$ cat config.mk
export PLATFORM = sky130hd
export DESIGN_NAME = term_writer
export DESIGN_NICKNAME = d
export VERILOG_FILES = /design/src/rtl/term_writer.sv
export SDC_FILE = /design/constraint.sdc
export NUM_CORES = 1
export LEC_CHECK = 0
export BUFFER_PORTS_ARGS = -buffer_cell sky130_fd_sc_hd__buf_2
export CAP_MARGIN = 20
export CORE_MARGIN = 4
export CORE_UTILIZATION = 50
export DETAILED_ROUTE_END_ITERATION = 12
export PLACE_DENSITY = 0.74
export SETUP_SLACK_MARGIN = 0.15
export SYNTH_ARGS = -nofsm -noshare
export SYNTH_HDL_FRONTEND = slang
export SYNTH_SLANG_ARGS = --single-unit
$ cat constraint.sdc
create_clock -name i_clk -period 1.9 [get_ports i_clk]
set_input_delay 0.285 -clock i_clk [delete_from_list [all_inputs] [get_ports i_clk]]
set_output_delay 0.285 -clock i_clk [all_outputs]
set_load 0.1 [all_outputs]
$ cat src/rtl/term_writer.sv
//-----------------------------------------------------------------------------
// term_writer
//
// Byte-stream terminal front end feeding the text engine's VRAM write port.
// Characters arrive over a valid/ready handshake. The block keeps a cursor
// over the COLS x ROWS visible grid, interprets a few control codes, and
// issues single-cycle writes into the 64x32 character buffer at address
// {row[4:0], col[5:0]}. This includes full-screen and single-line clears.
//
// Handshake: a byte is transferred on a rising edge where i_valid and
// o_ready are both high. The producer holds i_data stable while i_valid is
// high and o_ready is low. o_ready is only ever high in IDLE.
//
// Optional feature macro: TERM_TAB_EN
//   defined   : 0x09 advances the cursor to the next multiple-of-8 column,
//               wrapping to a new line (with line clear) past the last column.
//   undefined : 0x09 is ignored like other unused control codes.
//
// Ports:
//   i_clk         system clock (same clock as the VRAM A port)
//   i_rst         asynchronous active-high reset
//   i_data[7:0]   character byte
//   i_valid       i_data valid
//   o_ready       byte accepted on an edge where i_valid & o_ready
//   o_vram_addr   {row, col} write address
//   o_vram_data   write data
//   o_vram_ce     write strobe, one write per high cycle
//   o_cursor_x    current column
//   o_cursor_y    current row
//   o_busy        high while a clear (full screen or line) is in progress
//   o_dbg_state   current FSM state, for debug and checkers
//-----------------------------------------------------------------------------
`timescale 1ns/1ps

module term_writer #(
   parameter int          COLS  = 60,
   parameter int          ROWS  = 17,
   parameter logic [7:0]  BLANK = 8'h20
) (
   input  logic        i_clk,
   input  logic        i_rst,
   input  logic [7:0]  i_data,
   input  logic        i_valid,
   output logic        o_ready,
   output logic [10:0] o_vram_addr,
   output logic [7:0]  o_vram_data,
   output logic        o_vram_ce,
   output logic [5:0]  o_cursor_x,
   output logic [4:0]  o_cursor_y,
   output logic        o_busy,
   output logic [1:0]  o_dbg_state
);

   localparam logic [1:0] S_CLRALL  = 2'd0;
   localparam logic [1:0] S_IDLE    = 2'd1;
   localparam logic [1:0] S_WRITE   = 2'd2;
   localparam logic [1:0] S_CLRLINE = 2'd3;

   localparam logic [5:0] LAST_COL = 6'(COLS - 1);
   localparam logic [4:0] LAST_ROW = 5'(ROWS - 1);

   logic [1:0]  state;
   logic [10:0] sweep_cnt;
   logic        nl_pend;     // a newline (line clear) follows the WRITE cycle
   logic        hs;
   logic [4:0]  next_row;

   assign o_dbg_state = state;

   // o_ready is only raised in IDLE, so this is the accept condition.
   assign hs       = i_valid & o_ready;
   assign next_row = (o_cursor_y == LAST_ROW) ? 5'd0 : o_cursor_y + 5'd1;

`ifdef TERM_TAB_EN
   logic [6:0] tab_x;
   logic       tab_wrap;
   assign tab_x    = {1'b0, o_cursor_x | 6'd7} + 7'd1;
   assign tab_wrap = (tab_x >= 7'(COLS));
`endif

   always_ff @(posedge i_clk or posedge i_rst) begin
      if (i_rst) begin
         state       <= S_CLRALL;
         sweep_cnt   <= 11'd0;
         nl_pend     <= 1'b0;
         o_cursor_x  <= 6'd0;
         o_cursor_y  <= 5'd0;
         o_vram_ce   <= 1'b0;
         o_vram_addr <= 11'd0;
         o_vram_data <= 8'd0;
         o_ready     <= 1'b0;
         o_busy      <= 1'b1;
      end else begin
         case (state)
            S_CLRALL: begin
               o_vram_ce   <= 1'b1;
               o_vram_addr <= sweep_cnt;
               o_vram_data <= BLANK;
               o_ready     <= 1'b0;
               o_busy      <= 1'b1;
               sweep_cnt   <= sweep_cnt + 11'd1;
               if (sweep_cnt == 11'h7FF) begin
                  // Last write is in flight; IDLE raises ready one edge later.
                  state      <= S_IDLE;
                  sweep_cnt  <= 11'd0;
                  o_cursor_x <= 6'd0;
                  o_cursor_y <= 5'd0;
               end
            end

            S_CLRLINE: begin
               o_vram_ce   <= 1'b1;
               o_vram_addr <= {o_cursor_y, sweep_cnt[5:0]};
               o_vram_data <= BLANK;
               o_ready     <= 1'b0;
               o_busy      <= 1'b1;
               sweep_cnt   <= sweep_cnt + 11'd1;
               if (sweep_cnt[5:0] == 6'h3F) begin
                  state     <= S_IDLE;
                  sweep_cnt <= 11'd0;
               end
            end

            S_WRITE: begin
               o_vram_ce <= 1'b0;
               if (nl_pend) begin
                  nl_pend   <= 1'b0;
                  state     <= S_CLRLINE;
                  sweep_cnt <= 11'd0;
                  o_busy    <= 1'b1;
                  o_ready   <= 1'b0;
               end else begin
                  state   <= S_IDLE;
                  o_ready <= 1'b1;
               end
            end

            default: begin // S_IDLE
               o_vram_ce <= 1'b0;
               o_ready   <= 1'b1;
               o_busy    <= 1'b0;
               if (hs) begin
                  if (i_data >= 8'h20) begin
                     o_vram_ce   <= 1'b1;
                     o_vram_addr <= {o_cursor_y, o_cursor_x};
                     o_vram_data <= i_data;
                     o_ready     <= 1'b0;
                     state       <= S_WRITE;
                     if (o_cursor_x == LAST_COL) begin
                        // Character lands first; the line clear follows WRITE.
                        o_cursor_x <= 6'd0;
                        o_cursor_y <= next_row;
                        nl_pend    <= 1'b1;
                     end else begin
                        o_cursor_x <= o_cursor_x + 6'd1;
                     end
                  end else begin
                     case (i_data)
                        8'h0D: o_cursor_x <= 6'd0;
                        8'h0A: begin
                           o_cursor_x <= 6'd0;
                           o_cursor_y <= next_row;
                           state      <= S_CLRLINE;
                           sweep_cnt  <= 11'd0;
                           o_ready    <= 1'b0;
                           o_busy     <= 1'b1;
                        end
                        8'h08: begin
                           if (o_cursor_x != 6'd0) begin
                              o_cursor_x  <= o_cursor_x - 6'd1;
                              o_vram_ce   <= 1'b1;
                              o_vram_addr <= {o_cursor_y, o_cursor_x - 6'd1};
                              o_vram_data <= BLANK;
                              o_ready     <= 1'b0;
                              state       <= S_WRITE;
                           end
                        end
                        8'h0C: begin
                           o_cursor_x <= 6'd0;
                           o_cursor_y <= 5'd0;
                           state      <= S_CLRALL;
                           sweep_cnt  <= 11'd0;
                           o_ready    <= 1'b0;
                           o_busy     <= 1'b1;
                        end
`ifdef TERM_TAB_EN
                        8'h09: begin
                           if (tab_wrap) begin
                              o_cursor_x <= 6'd0;
                              o_cursor_y <= next_row;
                              state      <= S_CLRLINE;
                              sweep_cnt  <= 11'd0;
                              o_ready    <= 1'b0;
                              o_busy     <= 1'b1;
                           end else begin
                              o_cursor_x <= tab_x[5:0];
                           end
                        end
`endif
                        default: ; // unused control codes are dropped
                     endcase
                  end
               end
            end
         endcase
      end
   end

endmodule

== Yosys cells after proc, flatten, opt, wreduce, memory -nomap -nowiden ==
Cells that the tools add are included.
Storage, ports and cells
  bits in registers: 47
  bits in latches: 0
  RAM bits: 0
  ROM bits: 0
  bits of input ports: 11
  output and inout bits: 35
  memories: 0
Operators by class
  add/subtract/negate cells: 4
  multipliers: 0
  div/mod/pow operators: 0
  order comparisons: 1
  equal/unequal tests: 17
  shift-type cells: 0
  mux-type cells: 59
  bitwise logic cells: 4
  reductions and logical operators: 28
Operator list (count)
  $mux 11: 10
  $pmux 11 s3: 2
  $eq 8x4->1 const B: 4
  $mux 8: 4
  $mux 6: 5
  $mux 5: 5
  $pmux 6 s2: 2
  $reduce_bool 4->1: 6
  $pmux 5 s2: 2
  $pmux 8 s2: 1
  $reduce_and 4->1: 4
  $mux 1: 15
  $reduce_and 5->1: 3
  $eq 6x6->1 const B: 2
  $mux 2: 6
  $pmux 2 s3: 2
  $add 11x1->11 const B: 1
  $eq 11x11->1 const B: 1
  $pmux 1 s2: 5
  $reduce_bool 2->1: 5
  $reduce_bool 3->1: 3
  $ge 8x6->1 const B: 1
  $reduce_bool 7->1: 1
  $add 6x1->6 const B: 1
  other kinds (15): 22

== Depth between registers and ports, before layout ==
Gate-level depths: netlist of run 1.
  word-level depth: 6
  mapped depth: 8

== Worst setup path after synthesis of run 1 ==
Ideal clock, no wire load.
  kind: reg2reg
  start point: reg state[1], in the netlist o_dbg_state[1]
  end point: reg state[0], in the netlist o_dbg_state[0]
  data arrival time: 2.525 ns
  setup slack: -0.754 ns
  stages on the path, launching flop included: 8
  buffers on the path: 1
  period minus slack after synthesis: 2.654 ns
  cells stage by stage: dfrtp_1 > inv_1 > ha_1 > clkbuf_1 > nor2_1 > a32oi_1 > o21ai_1 > mux2_1
Between the ends
  word-level cells in the longest chain between the ends: 3
  elaborated cells on any way between the ends: 10
RTL lines
  start: declaration: line 62  | logic [1:0] state;
  start signal: assignment: line 83  | state <= S_CLRALL;
  start signal: assignment: line 104  | state <= S_IDLE;
  start signal: assignment: line 119  | state <= S_IDLE;
  $eq 2x2->1 / $logic_not 2->1 (equally long branches): line 94  | case (state)
  $ne 6x3->1 (no line) (tied with other cells)
  $reduce_and 5->1 (no line)
Several ways; a longest one is shown, not always the timed one.
A chain may end at the register's enable or synchronous reset.

== Worst setup path in the final report of run 1 ==
  start point: reg sweep_cnt[0]
  end point: reg o_cursor_y[3]
Between the ends
  word-level cells in the longest chain between the ends: 3
RTL lines
  start: declaration: line 63  | logic [10:0] sweep_cnt;
  start signal: assignment: line 101  | sweep_cnt <= sweep_cnt + 11'd1;
  start signal: assignment: line 117  | sweep_cnt <= sweep_cnt + 11'd1;
  $eq 11x11->1: line 102  | if (sweep_cnt == 11'h7FF) begin
  $ne 2x2->1 (no line)
  $reduce_and 5->1 (no line)
  end signal: assignment: line 152  | o_cursor_y <= next_row;
  end signal: assignment: line 162  | o_cursor_y <= next_row;
  end: declaration: line 49  | output logic [4:0] o_cursor_y,
No other way between the ends.

==> results of run 1 <==
## through the flow
| step | instances | setup slack (ns) |
|---|---|---|
| 2_1_floorplan | 345 | -0.09554 |
| 3_3_place_gp | 503 | -0.1256 |
| 3_5_place_dp | 503 | -0.2658 |
| 4_1_cts | 524 | 0.01420 |
| 5_1_grt | 537 | -0.1278 |
| 6_report | 537 | -0.04836 |
## layout by cell type (no fill, tap or decap), types with 12 or more instances in the layout
master / instances
nor2_4: 12
buf_6: 17
o21ai_0: 15
nand2_1: 29
a22oi_1: 12
dfrtp_1: 34
buf_2: 43
buf_4: 68
a21oi_1: 17
nor2_1: 16
## flip-flops by register name (all words and copies together), names as in the netlist
| register | cells |
|---|---|
| o_cursor_y | 5 |
| o_vram_addr | 11 |
| o_vram_ce | 1 |
| o_busy | 1 |
| o_ready | 1 |
| nl_pend | 1 |
| o_dbg_state | 2 |
| o_vram_data | 8 |
| sweep_cnt | 11 |
| o_cursor_x | 6 |
## what timing repair did
item	in CTS	in global routing
hold endpoints to repair	17	0
pin swaps	6	27
setup buffers	10	12
hold buffers	1	0
resized for setup	24	99
cloned	2	1
setup endpoints to repair	23	41
## logic make-up after synthesis
family / Yosys count
AND/OR/NAND/NOR: 132
AO/OA/AOI/OAI: 109
flip-flops: 47
buffers and inverters: 32
adder cells (fa/ha/maj): 11
XOR/XNOR: 7
multiplexers: 7
## cell type report
type,instances,area (sq um),area share (%)
clock buffers,8,80.08,1.774
inverters,14,60.06,1.331
multi-input cells,266,2123,47.05
flip-flops and latches,47,1212,26.86
well taps,72,90.09,1.996
repair buffers,130,947.2,20.99
## how the worst max path moves through the flow
| stage | startpoint | end | slack (ns) |
|---|---|---|---|
| global placement | i_data[0] | sweep_cnt[9] | -0.13 |
| floorplan | o_dbg_state[1] | o_cursor_y[3] | -0.1 |
| detailed placement | i_data[0] | sweep_cnt[3] | -0.27 |
| global route | sweep_cnt[0] | o_cursor_y[4] | -0.13 |
| CTS | o_cursor_x[0] | o_cursor_y[4] | 0.01 |
| finish | sweep_cnt[0] | o_cursor_y[3] | -0.05 |
## worst register-to-register path, cell delays in order (launching register included)
cell,delay [ns]
dfrtp_1,0.37
ha_2,0.20
and3_4,0.23
nand4_4,0.11
or2_4,0.29
a21o_1,0.22
buf_4,0.15
o21ai_1,0.17
o31ai_2,0.09
## layer usage
metal	track usage, %	wire [um]	vias to the layer above
met1	31.60	3993	1577
met2	40.11	4985	191
li1	-	-	1495
met4	8.777	292	0
met5	0	0	-
met3	3.981	727	40
==> impl_metrics.yaml, run 1 <==
timing:
  worst_hold_slack_ns: 0.3365
  timing.fmax_ghz: 0.5133
  tightestPinTransition_ns: 0.4961
  hold_violations: 0
  maxSlewViolCount: 0
  rsz0062_at_grt: "true"
  fin_crit_sh_pct: 102.5
  slew_headroom_pct: 67.15
  min_period_ns: 1.948
  setup_viol: 2
  fin_skew_ns: 0.01314
  fin_ws_ns: -0.04836
  setup-tns-final_ns: -0.08997
die:
  die_h_um: 85.14
  dieArea_sq_um: 7249
  initial_core_util_pct: 52.74
  coreArea_sq_um: 5642
  io_pins: 46
  rows: 27
  die_x_um: 85.14
run_status:
  violations: "setup timing"
  status: "finished with violations"
route:
  vias: 3303
  drtPass1Iterations: 6
  antenna_left: 0
  drt_iter0_drc: 206
  viasPerCell: 6.151
  routed_wl_mm: 9.998
  routedWlPerCell_um: 18.62
  drcViolationCount: 0
worst_setup_path:
  worst_ep_arrival_time_ns: 2.13
  critPathKind: "reg -> reg"
  r2r-end: "o_cursor_y[3]"
  crit_chain: "ha_2, and3_4, nand4_4, or2_4, a21o_1, buf_4, o21ai_1, o31ai_2"
  reg2reg_depth: 8
  crit_buf_inv: 1
  r2r_slack_ns: -0.05
  cp.required_ns: 2.08
  cpPeakStageDelay_ns: 0.37
  regToRegStartpoint: "sweep_cnt[0]"
  path_delay_family: "simple AND/OR/NAND/NOR gates"
  crit_fanout: 4
  worst_setup_path_start_kind: "flop"
  cp-end-kind: "flop"
  crit_cells: 8
  cpMaxStageDelayCell: "dfrtp_1"
synth:
  synth_top_family_by_area: "simple AND/OR/NAND/NOR gates"
  yosysTopAreaCell: "dfrtp_1"
  yosysMostFrequentCell: "dfrtp_1"
  synth_seq_cells: 47
  netlist_top_cells_count: "dfrtp_1 (46), nor2_1 (34), nand2_1 (32)"
  synth_top_area_share_pct: 38.69
  synth_edf_count: 0
  synth_cell_types: 61
  synth_simple_gate_area_share_pct: 23.13
  syn-mean-instance-area_sq_um: 8.624
  yosys-mux-area-fraction_pct: 2.481
  synthesis.nets: 367
  synth_seq_area_share_pct: 39.57
  synthFlopType: "dfrtp_1"
  synthAdderAreaFrac_pct: 4.626
  synth_area_sq_um: 2975
  yosysWarnings: 0
  synth-compound-area-share_pct: 22.96
  synth_area_leaders: "dfrtp_1 (39%), o21ai_0 (5.0%), a21oi_1 (4.9%), ha_1 (4.6%), nor2_1 (4.3%)"
  async_flop_share_pct: 100.0
  synthCells: 345
  synth-xor-area-share_pct: 2.061
clock_network:
  cts.sinks: 47
  ctsHtreeMaxLevel: 2
  clk_path_buf_depth: 2
  path_clk_slew_ns: 0.09
  clock_latency_ns: 0.31
  cts_tree: "done"
  ctsRootBufferMaster: "clkbuf_8"
  numCtsBuffers: 5
finish:
  drive_gt1_share_pct: 52.26
  fin_nets: 486
  final_cell_area_sq_um: 4513
  num_antenna_cells: 0
  area_delta_synth_final_pct: 51.68
  n_fill_cell: 365
  postLayoutCoreUtil_pct: 80.00
place:
  gp_congestion: 0.8742
  dp_hpwl_mm: 5.981
  dpl-instance-area_sq_um: 3771
  io_buffer_count: 45
global_routing:
  grt_antenna_before_repair: 0
  grt_pass1_wl_mm: 14.42
  grt_pass1_vias: 3103
  globalRouteOverflowTotal: 0
  track_usage_pct: 24.12
  grt_max_degree: 30
hold_path:
  hold_depth: 3
  hold_end: "o_vram_data[5]"
  hold_start: "i_data[5]"
  min_path_type: "in -> reg"
flow_run:
  drv_cap: 0
Power of run 1 is not shown: default switching activity piles up to over one toggle a cycle in this logic, so the estimate is an artifact.
==> run 2, diff against run 1 <==
==> config.mk (replaced) <==
export PLATFORM = sky130hd
export DESIGN_NAME = term_writer
export DESIGN_NICKNAME = d
export VERILOG_FILES = /design/src/rtl/term_writer.sv
export SDC_FILE = /design/constraint.sdc
export NUM_CORES = 1
export LEC_CHECK = 0
export CAP_MARGIN = 20
export CORE_MARGIN = 4
export CORE_UTILIZATION = 50
export DETAILED_ROUTE_END_ITERATION = 12
export DONT_BUFFER_PORTS = 1
export PLACE_DENSITY = 0.68
export SETUP_SLACK_MARGIN = 0.4
export SYNTH_ARGS = -nofsm -noshare
export SYNTH_HDL_FRONTEND = slang
export SYNTH_SLANG_ARGS = --single-unit
==> run 2 against run 1 <==
Net effect: the run still ends with setup timing left; sequential cell count stayed put; non-clock buffer count is 2 lower; critical path depth up 1; setup slack worse by 0.023 ns; clock skew up 0.0016 ns; clock-buffer cell count is the same; wire length up 24%; via count rose by 6.8%; final area rose by 8.5%; first-iteration DRC count is 52% higher; global-route usage up 3.0 points; sequential share of layout area down 2.1 points; critical path type unchanged; largest cell class unchanged.
==> impl_metrics.yaml, run 2 (same netlist as run 1, synthesis figures left out) <==
run_status:
  status: "finished with violations"
  violations: "setup timing"
timing:
  fin_ws_ns: -0.07128
  maxSlewViolCount: 0
  slew_headroom_pct: 46.15
  worst_hold_slack_ns: 0.1023
  setup_viol: 8
  fin_crit_sh_pct: 103.8
  min_period_ns: 1.971
  timing.fmax_ghz: 0.5073
  rsz0062_at_grt: "true"
  fin_skew_ns: 0.01478
  tightestPinTransition_ns: 0.8047
  hold_violations: 0
worst_setup_path:
  worst_ep_arrival_time_ns: 2.16
  crit_fanout: 5
  cp-end-kind: "flop"
  cp.required_ns: 2.08
  r2r_slack_ns: -0.07
  critPathKind: "reg -> reg"
  worst_setup_path_start_kind: "flop"
finish:
  postLayoutCoreUtil_pct: 86.83
  fin_nets: 484
  drive_gt1_share_pct: 58.32
  final_cell_area_sq_um: 4898
  reg.largest.list: "o_vram_addr (11), sweep_cnt (11), o_vram_data (8)"
  num_antenna_cells: 0
  area_delta_synth_final_pct: 64.63
  n_fill_cell: 266
  layout_common_cells: "buf_4 (92), dfrtp_1 (34), buf_6 (30)"
  mostFrequentLayoutCell: "buf_4"
clock_network:
  clock_latency_ns: 0.32
  clk_path_buf_depth: 2
  cts.sinks: 47
  ctsHtreeMaxLevel: 2
  ctsRootBufferMaster: "clkbuf_8"
  cts_tree: "done"
  numCtsBuffers: 5
  path_clk_slew_ns: 0.10
die:
  coreArea_sq_um: 5642
  initial_core_util_pct: 52.74
  io_pins: 46
  die_h_um: 85.14
  dieArea_sq_um: 7249
  die_x_um: 85.14
  rows: 27
route:
  antenna_left: 0
  viasPerCell: 6.593
  drcViolationCount: 0
  vias: 3527
  drtPass1Iterations: 5
  routedWlPerCell_um: 23.10
  routed_wl_mm: 12.36
  drt_iter0_drc: 313
place:
  pre_cts_ws_ns: -0.1067
  gp_congestion: 0.8623
  io_buffer_count: 0
  dp_hpwl_mm: 5.821
  dpl-instance-area_sq_um: 3745
hold_path:
  min_path_type: "in -> reg"
global_routing:
  grt_pass1_wl_mm: 15.97
  track_usage_pct: 27.15
  grt_antenna_before_repair: 0
  globalRouteOverflowTotal: 0
  grt_pass1_vias: 3215
  grt_max_degree: 27
flow_run:
  drv_cap: 0
[run 2: timing repair]
action                                  4_1_cts  5_1_grt
endpoints found under the setup margin       44       50
pin swaps                                    38       29
endpoints found under the hold margin        20        0
setup buffers                                28       14
hold buffers                                  1        0
gates resized for setup                      85       95
gates cloned                                  3        0
[run 2: worst max-delay path, cell delays in order (launching register included)]
cell and delay, ns:
dfrtp_1 0.38, ha_2 0.21, and3_4 0.23, buf_4 0.13, a31oi_4 0.12, o211ai_1 0.30
buf_4 0.20, nor2_1 0.06, o21ai_2 0.13, o41ai_2 0.10
[run 2: per-stage QoR]
stage / TNS (ns) / cells
global placement: -0.06592 / 481
floorplan: -0.4830 / 345
CTS: 0 / 521
global route: -1.201 / 535
finish: -0.2709 / 535
detailed placement: -0.4668 / 481
[run 2: final cells by class]
type	count	area [sq um]	share of cell area (%)
multi-input combinational	266	2305	47.05
sequential	47	1212	24.75
timing repair buffer	128	1124	22.94
clock buffer	8	100.1	2.043
tap	72	90.09	1.839
inverter	14	67.56	1.379
[run 2: worst paths after layout]
kind                                     from              to  cells past startpoint
worst max-delay path             sweep_cnt[1]    sweep_cnt[9]                      9
worst min-delay path                i_data[6]  o_vram_data[6]                      2
worst max register to register   sweep_cnt[1]    sweep_cnt[9]                      9
worst min register to register  o_cursor_y[0]   o_cursor_y[0]                      1
max in group asynchronous               i_rst   o_cursor_y[1]                      3
min in group asynchronous               i_rst  o_dbg_state[1]                      2
[run 2: per-layer routing]
metal | vias up | part of all wire, % | GRT usage [%]
met4 | 0 | 5.2 | 9.209
li1 | 1492 | - | -
met2 | 275 | 49 | 47.60
met3 | 79 | 8.5 | 5.243
met1 | 1681 | 38 | 33.19
met5 | - | 0 | 0
Power of run 2 is left out for the same reason.
